## src/rtl/imem_fetch_ctrl.sv

```systemverilog
// Fetch sequencer for the combinational program memory: drives the word address,
// captures returned words and hands them to decode over a valid/ready handshake.
module imem_fetch_ctrl #(
    parameter int unsigned DATA_DEP  = 512,
    parameter int unsigned ADDR_WID  = 30,
    parameter logic [31:0] HALT_WORD = 32'hFFFF_FFFF
) (
    input  logic                clk,
    input  logic                rst,
    input  logic                start,
    input  logic [ADDR_WID-1:0] start_addr,
    input  logic                redir_valid,
    input  logic [ADDR_WID-1:0] redir_addr,
    output logic [ADDR_WID-1:0] mem_addr,
    input  logic [31:0]         mem_rdata,
    output logic [31:0]         inst,
    output logic [ADDR_WID-1:0] inst_pc,
    output logic                inst_valid,
    input  logic                inst_ready,
    output logic                busy,
    output logic                halted,
    output logic                fault
);

    localparam logic [1:0] S_IDLE  = 2'd0;
    localparam logic [1:0] S_RUN   = 2'd1;
    localparam logic [1:0] S_HALT  = 2'd2;
    localparam logic [1:0] S_FAULT = 2'd3;

    // One extra bit so the bound compare stays correct for any DATA_DEP up to 2^ADDR_WID.
    localparam logic [ADDR_WID:0] DEP_EXT = (ADDR_WID + 1)'(DATA_DEP);

    logic [1:0]          r_state;
    logic [ADDR_WID-1:0] r_pc;
    logic [31:0]         r_inst;
    logic [ADDR_WID-1:0] r_inst_pc;
    logic                r_inst_valid;

    logic w_accept;
    logic w_free;
    logic w_oob;
    logic w_halt_word;

    assign w_accept    = r_inst_valid && inst_ready;
    assign w_free      = !r_inst_valid || inst_ready;
    assign w_oob       = ({1'b0, r_pc} >= DEP_EXT);
    assign w_halt_word = (mem_rdata == HALT_WORD);

    always_ff @(posedge clk) begin
        if (rst) begin
            r_state      <= S_IDLE;
            r_pc         <= '0;
            r_inst       <= '0;
            r_inst_pc    <= '0;
            r_inst_valid <= 1'b0;
        end else begin
            case (r_state)
                S_IDLE: begin
                    if (start) begin
                        r_pc    <= start_addr;
                        r_state <= S_RUN;
                    end
                end
                S_RUN: begin
                    // A redirect flushes the held word even if decode accepts it this cycle.
                    if (redir_valid) begin
                        r_pc         <= redir_addr;
                        r_inst_valid <= 1'b0;
                    end else if (w_oob) begin
                        r_state <= S_FAULT;
                        if (w_accept) begin
                            r_inst_valid <= 1'b0;
                        end
                    end else if (w_free) begin
                        r_inst       <= mem_rdata;
                        r_inst_pc    <= r_pc;
                        r_inst_valid <= 1'b1;
                        if (w_halt_word) begin
                            r_state <= S_HALT;
                        end else begin
                            r_pc <= r_pc + ADDR_WID'(1);
                        end
                    end
                end
                S_HALT: begin
                    if (redir_valid) begin
                        r_pc         <= redir_addr;
                        r_inst_valid <= 1'b0;
                        r_state      <= S_RUN;
                    end else if (w_accept) begin
                        r_inst_valid <= 1'b0;
                    end
                end
                default: begin
                    // Fault is sticky; only a pending word may still drain.
                    if (w_accept) begin
                        r_inst_valid <= 1'b0;
                    end
                end
            endcase
        end
    end

    assign mem_addr   = r_pc;
    assign inst       = r_inst;
    assign inst_pc    = r_inst_pc;
    assign inst_valid = r_inst_valid;
    assign busy       = (r_state == S_RUN);
    assign halted     = (r_state == S_HALT);
    assign fault      = (r_state == S_FAULT);

endmodule

```

## config.mk

```make
export PLATFORM = sky130hd
export DESIGN_NAME = imem_fetch_ctrl
export DESIGN_NICKNAME = d
export VERILOG_FILES = /design/src/rtl/imem_fetch_ctrl.sv
export SDC_FILE = /design/constraint.sdc
export NUM_CORES = 1
export LEC_CHECK = 0
export ABC_AREA = 1
export CAP_MARGIN = 30
export CORE_ASPECT_RATIO = 1.5
export CORE_MARGIN = 2
export CORE_UTILIZATION = 37
export CTS_BUF_LIST = sky130_fd_sc_hd__clkbuf_16
export DETAILED_ROUTE_END_ITERATION = 8
export PLACE_DENSITY = 0.77
export SETUP_SLACK_MARGIN = 0.5
export SLEW_MARGIN = 5
export SYNTH_ARGS = -nofsm -noshare
export SYNTH_HDL_FRONTEND = slang
export SYNTH_SLANG_ARGS = --single-unit
```

## constraint.sdc

```tcl
create_clock -name clk -period 3.1 [get_ports clk]
set_input_delay 0.62 -clock clk [delete_from_list [all_inputs] [get_ports clk]]
set_output_delay 0.62 -clock clk [all_outputs]
set_load 0.05 [all_outputs]
```

==> flow_metrics.tcl, run 1 <==
set metrics [dict create \
    reg2reg_slack_ns 0.84 \
    internal_power_w 0.00309 \
    rr_worst_depth 11 \
    cts_sinks 95 \
    combPwrFrac 0.511 \
    vdd_drop_max_v 0.000488 \
    avgSynthCellArea_sq_um 6.33 \
    grt_max_degree 57 \
    critPathCapture "busy" \
    clkPwrFrac 0.188 \
    hold_path_class "flip-flop to flip-flop" \
    cts_tree "done" \
    power.leakage_nw 2.95 \
    worstPathRequired_ns 2.48 \
    critPathLaunch "r_state[1]" \
    syn_nets 913 \
    power.density_mw_per_mm2 807 \
    seqPwrFrac 0.300 \
    yosysUniqueCellTypes 34 \
    ant_nets 0 \
    crit_arrival_ns 1.88 \
    r2r-end "mem_addr[7]" \
    die_w_microns 100 \
    ctsResizeCount 0 \
    skew_ns 0.00935 \
    layout_commonest_cell "nor2_1" \
    cts_buffers 9 \
    setup_tns_ns 0 \
    final_cell_mix "195 x nor2_1, 192 x nand2_1, 192 x clkdlybuf4s50_1" \
    clk_latency_ns 0.35 \
    maxSlewViolCount 0 \
    area_growth_pct 45.1 \
    power.share.switching 0.487 \
    gp_congestion 0.943 \
    crit_chain "inv_1, ha_1, clkdlybuf4s50_1" \
    crit_path_start_kind "flip-flop" \
    ys_ff_latch 95 \
    wl_per_cell_microns 15.0 \
    place_area_sq_mm 0.00714 \
    vias 5812 \
    overflow 0 \
    h-tree-depth 3 \
    hold_buffers 0 \
    initial_core_util 0.379 \
    path_class "flip-flop to output port" \
    first_iter_violations 245 \
    dieHeight_microns 148 \
    worst-path-buf-inv 2 \
    crit_family "buffers and inverters" \
    hold_viol_final 0 \
    max-cap-violations 0 \
    antennaDiodeCount 0 \
    core-area_sq_mm 0.0135 \
    cp.depth 3 \
    tightestPinTransition_ns 0.561 \
    switching_power_w 0.00293 \
    num_rows 52 \
    grt_usage 0.229 \
    drc 0 \
    period_share 0.807 \
    grt_pass1_wl_microns 27100 \
    ys_warn_count 0 \
    period_needed_ns 2.50 \
    syn_inst 810 \
    fmax_mhz 400 \
    cts-root-buf "clkbuf_16" \
    antenna_found_initial 0 \
    dieArea_sq_mm 0.0148 \
    setup_viol 0 \
    cts_buffer_depth 2 \
    synth_area_sq_mm 0.00513 \
    wirelength_microns 17300 \
    drive_gt1_frac 0.0475 \
    grt_pass1_vias 5444 \
    fin_nets 1088 \
    clk_pin_slew_ns 0.07 \
    crit_path_top_delay_cell "clkdlybuf4s50_1" \
    rsz0062_at_grt "no" \
    final_area_sq_mm 0.00745 \
    dr.pass1.iters 5 \
    dp_hpwl_microns 13100 \
    cp-end-kind "output port" \
    slew_headroom 0.625 \
    r2r-start "r_state[1]" \
    portBuffers 192 \
    cp_slowest_stage_delay_ns 0.84 \
    path_max_fanout 4 \
    viasPerCell 5.05 \
    ys_seq_area_frac 0.371 \
    post_cts_buffers 0 \
    outcome "finished, final reports clean" \
    io_pins 193 \
]
==> cell families after synthesis <==
logic type	Yosys count	share of synthesized area
DFF	95	0.371
adders and majority gates	6	0.0146
buffers and inverters	91	0.0802
AOI/OAI and AO/OA	155	0.158
and+or+nand+nor	463	0.376
==> flip-flops by register name, summed over array words and instances (netlist names) <==
| register | cells |
|---|---|
| r_state | 2 |
| mem_addr | 30 |
| inst_pc | 30 |
| inst_valid | 1 |
| inst | 32 |
==> layout make-up <==
class / instances / area [sq um]
inverter: 53 / 199
tap: 162 / 203
fill: 1338 / 6090
clock buffer: 9 / 225
timing repair buffer: 202 / 2020
multi-input combinational: 624 / 2820
clock inverter: 7 / 78.8
sequential: 95 / 1900
==> stage by stage <==
step / utilization / power (W) / worst slack (ns) / hold WS [ns] / instances
floorplan: - / 0.00389 / 0.976 / 0.475 / 810
global placement: 0.528 / 0.00485 / 0.496 / 0.461 / 1136
detailed placement: 0.528 / 0.00488 / 0.405 / 0.471 / 1136
CTS: 0.550 / 0.00602 / 0.584 / 0.488 / 1152
global route: 0.550 / 0.00639 / 0.530 / 0.506 / 1152
finish: 0.550 / 0.00601 / 0.598 / 0.481 / 1152
==> power groups by stage <==
stage / sequential (W) / combinational (W) / clock (W)
CTS: 0.00180 / 0.00307 / 0.00115
global placement: 0.00182 / 0.00302 / 0
floorplan: 0.00240 / 0.00149 / 0
finish: 0.00181 / 0.00307 / 0.00113
detailed placement: 0.00182 / 0.00306 / 0
global route: 0.00185 / 0.00335 / 0.00119
==> worst min-delay path by stage <==
stage          slack (ns)         end        from  depth (start not counted)
2_1_floorplan        0.48  r_state[0]  r_state[0]                          2
3_3_place_gp         0.46  inst_pc[8]  inst_pc[8]                          2
3_5_place_dp         0.47    inst[29]    inst[29]                          2
4_1_cts              0.49    inst[29]    inst[29]                          2
5_1_grt              0.51    inst[31]    inst[31]                          2
6_report             0.48    inst[29]    inst[29]                          2
==> worst min-delay path: stages (launching register included) <==
cell     delay (ns)
dfxtp_1        0.33
nor2_1         0.04
nor2_1         0.08
==> cell usage after synthesis <==
cell      instances  share of area
and3_1           21          0.026
nor2_1          195           0.14
or2_2             5         0.0061
nor4_1            1         0.0012
nand4_1           7         0.0085
nand2_1         192           0.14
o21bai_1          3         0.0044
a21oi_2           2         0.0034
buf_4             2         0.0029
nor3_1            2         0.0020
nand3_1          29          0.028
dfxtp_1          95           0.37
buf_2             6         0.0059
nor2_4            2         0.0044
inv_1            49          0.036
ha_1              6          0.015
o21ai_1           4         0.0039
inv_2             3         0.0022
nand2_2           2         0.0024
or2_0             1         0.0012
buf_6             7          0.015
o21ai_0          72          0.070
clkinv_1          1        0.00073
buf_1             3         0.0022
clkbuf_2          2         0.0020
o211ai_1          4         0.0059
a211oi_1          1         0.0015
a21oi_1          66          0.064
nand3_2           4         0.0078
nand4_4           1         0.0041
nor2_2            1         0.0012
a221oi_1          1         0.0017
a21o_1            2         0.0029
clkbuf_1         18          0.013
==> per-layer routing <==
layer	share of wire	wire length, microns	track usage
met1	0.39	6690	0.256
met2	0.52	8920	0.415
met5	0	0	0
met3	0.061	1050	0.0409
met4	0.037	638	0.108
Note: power is estimated with default switching activity, not from simulation.
==> run 2, diff against run 1 <==
--- a/config.mk
+++ b/config.mk
@@ -12,7 +12,7 @@
 export CORE_UTILIZATION = 37
 export CTS_BUF_LIST = sky130_fd_sc_hd__clkbuf_16
 export DETAILED_ROUTE_END_ITERATION = 8
-export PLACE_DENSITY = 0.77
+export PLACE_DENSITY = 0.8
 export SETUP_SLACK_MARGIN = 0.5
 export SLEW_MARGIN = 5
 export SYNTH_ARGS = -nofsm -noshare
==> constraint.sdc (replaced) <==
create_clock -name clk -period 2 [get_ports clk]
set_input_delay 0.4 -clock clk [delete_from_list [all_inputs] [get_ports clk]]
set_output_delay 0.4 -clock clk [all_outputs]
set_load 0.05 [all_outputs]
==> run 2 against run 1 <==
Against the previous run:
- combinational power is 120% higher
- sequential cell count stayed put
- first-iteration DRC count is 82% higher
- power is 87% higher
- non-clock buffer count is 97 higher
- count of clock-buffer cells in the layout stayed put
- clock skew is 0.00062 ns lower
- final area is 22% higher
- final cell count is 8.5% higher
==> flow_metrics.tcl, run 2 (synthesis results as in run 1) <==
set metrics [dict create \
    io_pins 193 \
    clk_latency_ns 0.35 \
    grt_max_degree 50 \
    power.density_mw_per_mm2 1240 \
    cp-end-kind "flip-flop" \
    setup_tns_ns 0 \
    area_growth_pct 77.8 \
    clk_pin_slew_ns 0.08 \
    drc 0 \
    portBuffers 192 \
    dieArea_sq_mm 0.0148 \
    final_cell_mix "172 x nor2_1, 170 x nand2_1, 91 x buf_4" \
    rsz0062_at_grt "yes" \
    crit_path_start_kind "flip-flop" \
    overflow 0 \
    hold_path_class "input port to flip-flop" \
    cts-root-buf "clkbuf_16" \
    ant_nets 0 \
    crit_chain "inv_6, ha_4, nand2_4, inv_6, a21oi_4, buf_6, nand3_4, nor2_4, buf_6, nand2_1, o21ai_1, nor2_1" \
    fmax_mhz 560 \
    skew_ns 0.00873 \
    viasPerCell 5.29 \
    cts_tree "done" \
    crit_path_top_delay_cell "dfxtp_4" \
    setup_ws_ns 0.213 \
    final_area_sq_mm 0.00912 \
    outcome "finished, final reports clean" \
    fin_nets 1186 \
    slew_headroom 0.771 \
    period_share 0.893 \
    dr.pass1.iters 5 \
    cts_buffer_depth 2 \
    path_class "flip-flop to flip-flop" \
    period_needed_ns 1.79 \
    dp_hpwl_microns 13400 \
    first_iter_violations 446 \
    cts_sinks 95 \
    crit_arrival_ns 2.02 \
    grt_pass1_vias 6094 \
    wirelength_microns 20900 \
    vdd_drop_max_v 0.000898 \
    die_w_microns 100 \
    fin_util 0.674 \
    antennaDiodeCount 0 \
    antenna_found_initial 0 \
    power.leakage_nw 3.92 \
    worst-path-buf-inv 4 \
    grt_pass1_wl_microns 29800 \
    fin_cells 1250 \
    cts_buffers 9 \
    largest_register_ffs 32 \
    setup_viol 0 \
    max-cap-violations 0 \
    h-tree-depth 3 \
    gp_congestion 0.951 \
    place_area_sq_mm 0.00766 \
    wl_per_cell_microns 16.7 \
    pre_cts_slack_ns -0.352 \
    path_max_fanout 7 \
    num_rows 52 \
    core-area_sq_mm 0.0135 \
    maxSlewViolCount 0 \
    n_fill_cell 1091 \
    cp_slowest_stage_delay_ns 0.39 \
    worstPathRequired_ns 2.24 \
    crit_family "simple AND/OR/NAND/NOR gates" \
    hold_buffers 0 \
    dieHeight_microns 148 \
    tightestPinTransition_ns 0.341 \
    drive_gt1_frac 0.348 \
    initial_core_util 0.379 \
    hold_viol_final 0 \
    grt_usage 0.251 \
    layout_commonest_cell "nor2_1" \
    vias 6612 \
    dp.cells 1181 \
]
-- run 2: layout make-up --
class,count,area (sq um),share of cell area
Timing Repair Buffer,299,3080,0.338
Tap cell,162,203,0.0222
Sequential cell,95,1980,0.217
Clock buffer,9,225,0.0247
Multi-Input combinational cell,625,3320,0.364
Inverter,53,230,0.0252
Clock inverter,7,86.3,0.00947
-- run 2: worst paths after layout --
| check | start | endpoint | slack (ns) | depth (start not counted) |
|---|---|---|---|---|
| max reg2reg | r_state[1] | mem_addr[1] | 0.21 | 12 |
| max | r_state[1] | mem_addr[1] | 0.21 | 12 |
| min reg2reg | inst[6] | inst[6] | 0.47 | 2 |
| min | mem_rdata[21] | inst[21] | 0.34 | 3 |
-- run 2: power by group --
part / total [W] / switching, W / internal (W)
logic: 0.00661 / 0.00405 / 0.00256
clock network: 0.00185 / 0.000850 / 0.00100
registers: 0.00281 / 0.000465 / 0.00234
-- run 2: metal layers --
layer	track usage	share of wire	vias up
met5	0	0	-
met4	0.130	0.050	0
met3	0.0371	0.069	83
met2	0.455	0.52	322
met1	0.280	0.36	3036
li1	-	-	3171
-- run 2: worst min-delay path: cells and delay by family --
kind                   cells  cell delay, ns
buffers and inverters      1            0.11
AOI/OAI and AO/OA          1            0.08
and+or+nand+nor            1            0.07
-- run 2: what timing repair did --
item / 4_1_cts / 5_1_grt
endpoints found under the setup margin: 171 / 108
pin swaps: 13 / 49
gates cloned: 3 / 11
setup buffers: 27 / 12
resized for setup: 343 / 110
-- run 2: per-stage QoR --
stage	hold slack [ns]	total power [W]
after detailed placement	0.457	0.00811
after global placement	0.449	0.00805
final	0.341	0.0113
after global routing	0.372	0.0118
after CTS	0.443	0.0105
after floorplan	0.484	0.00633
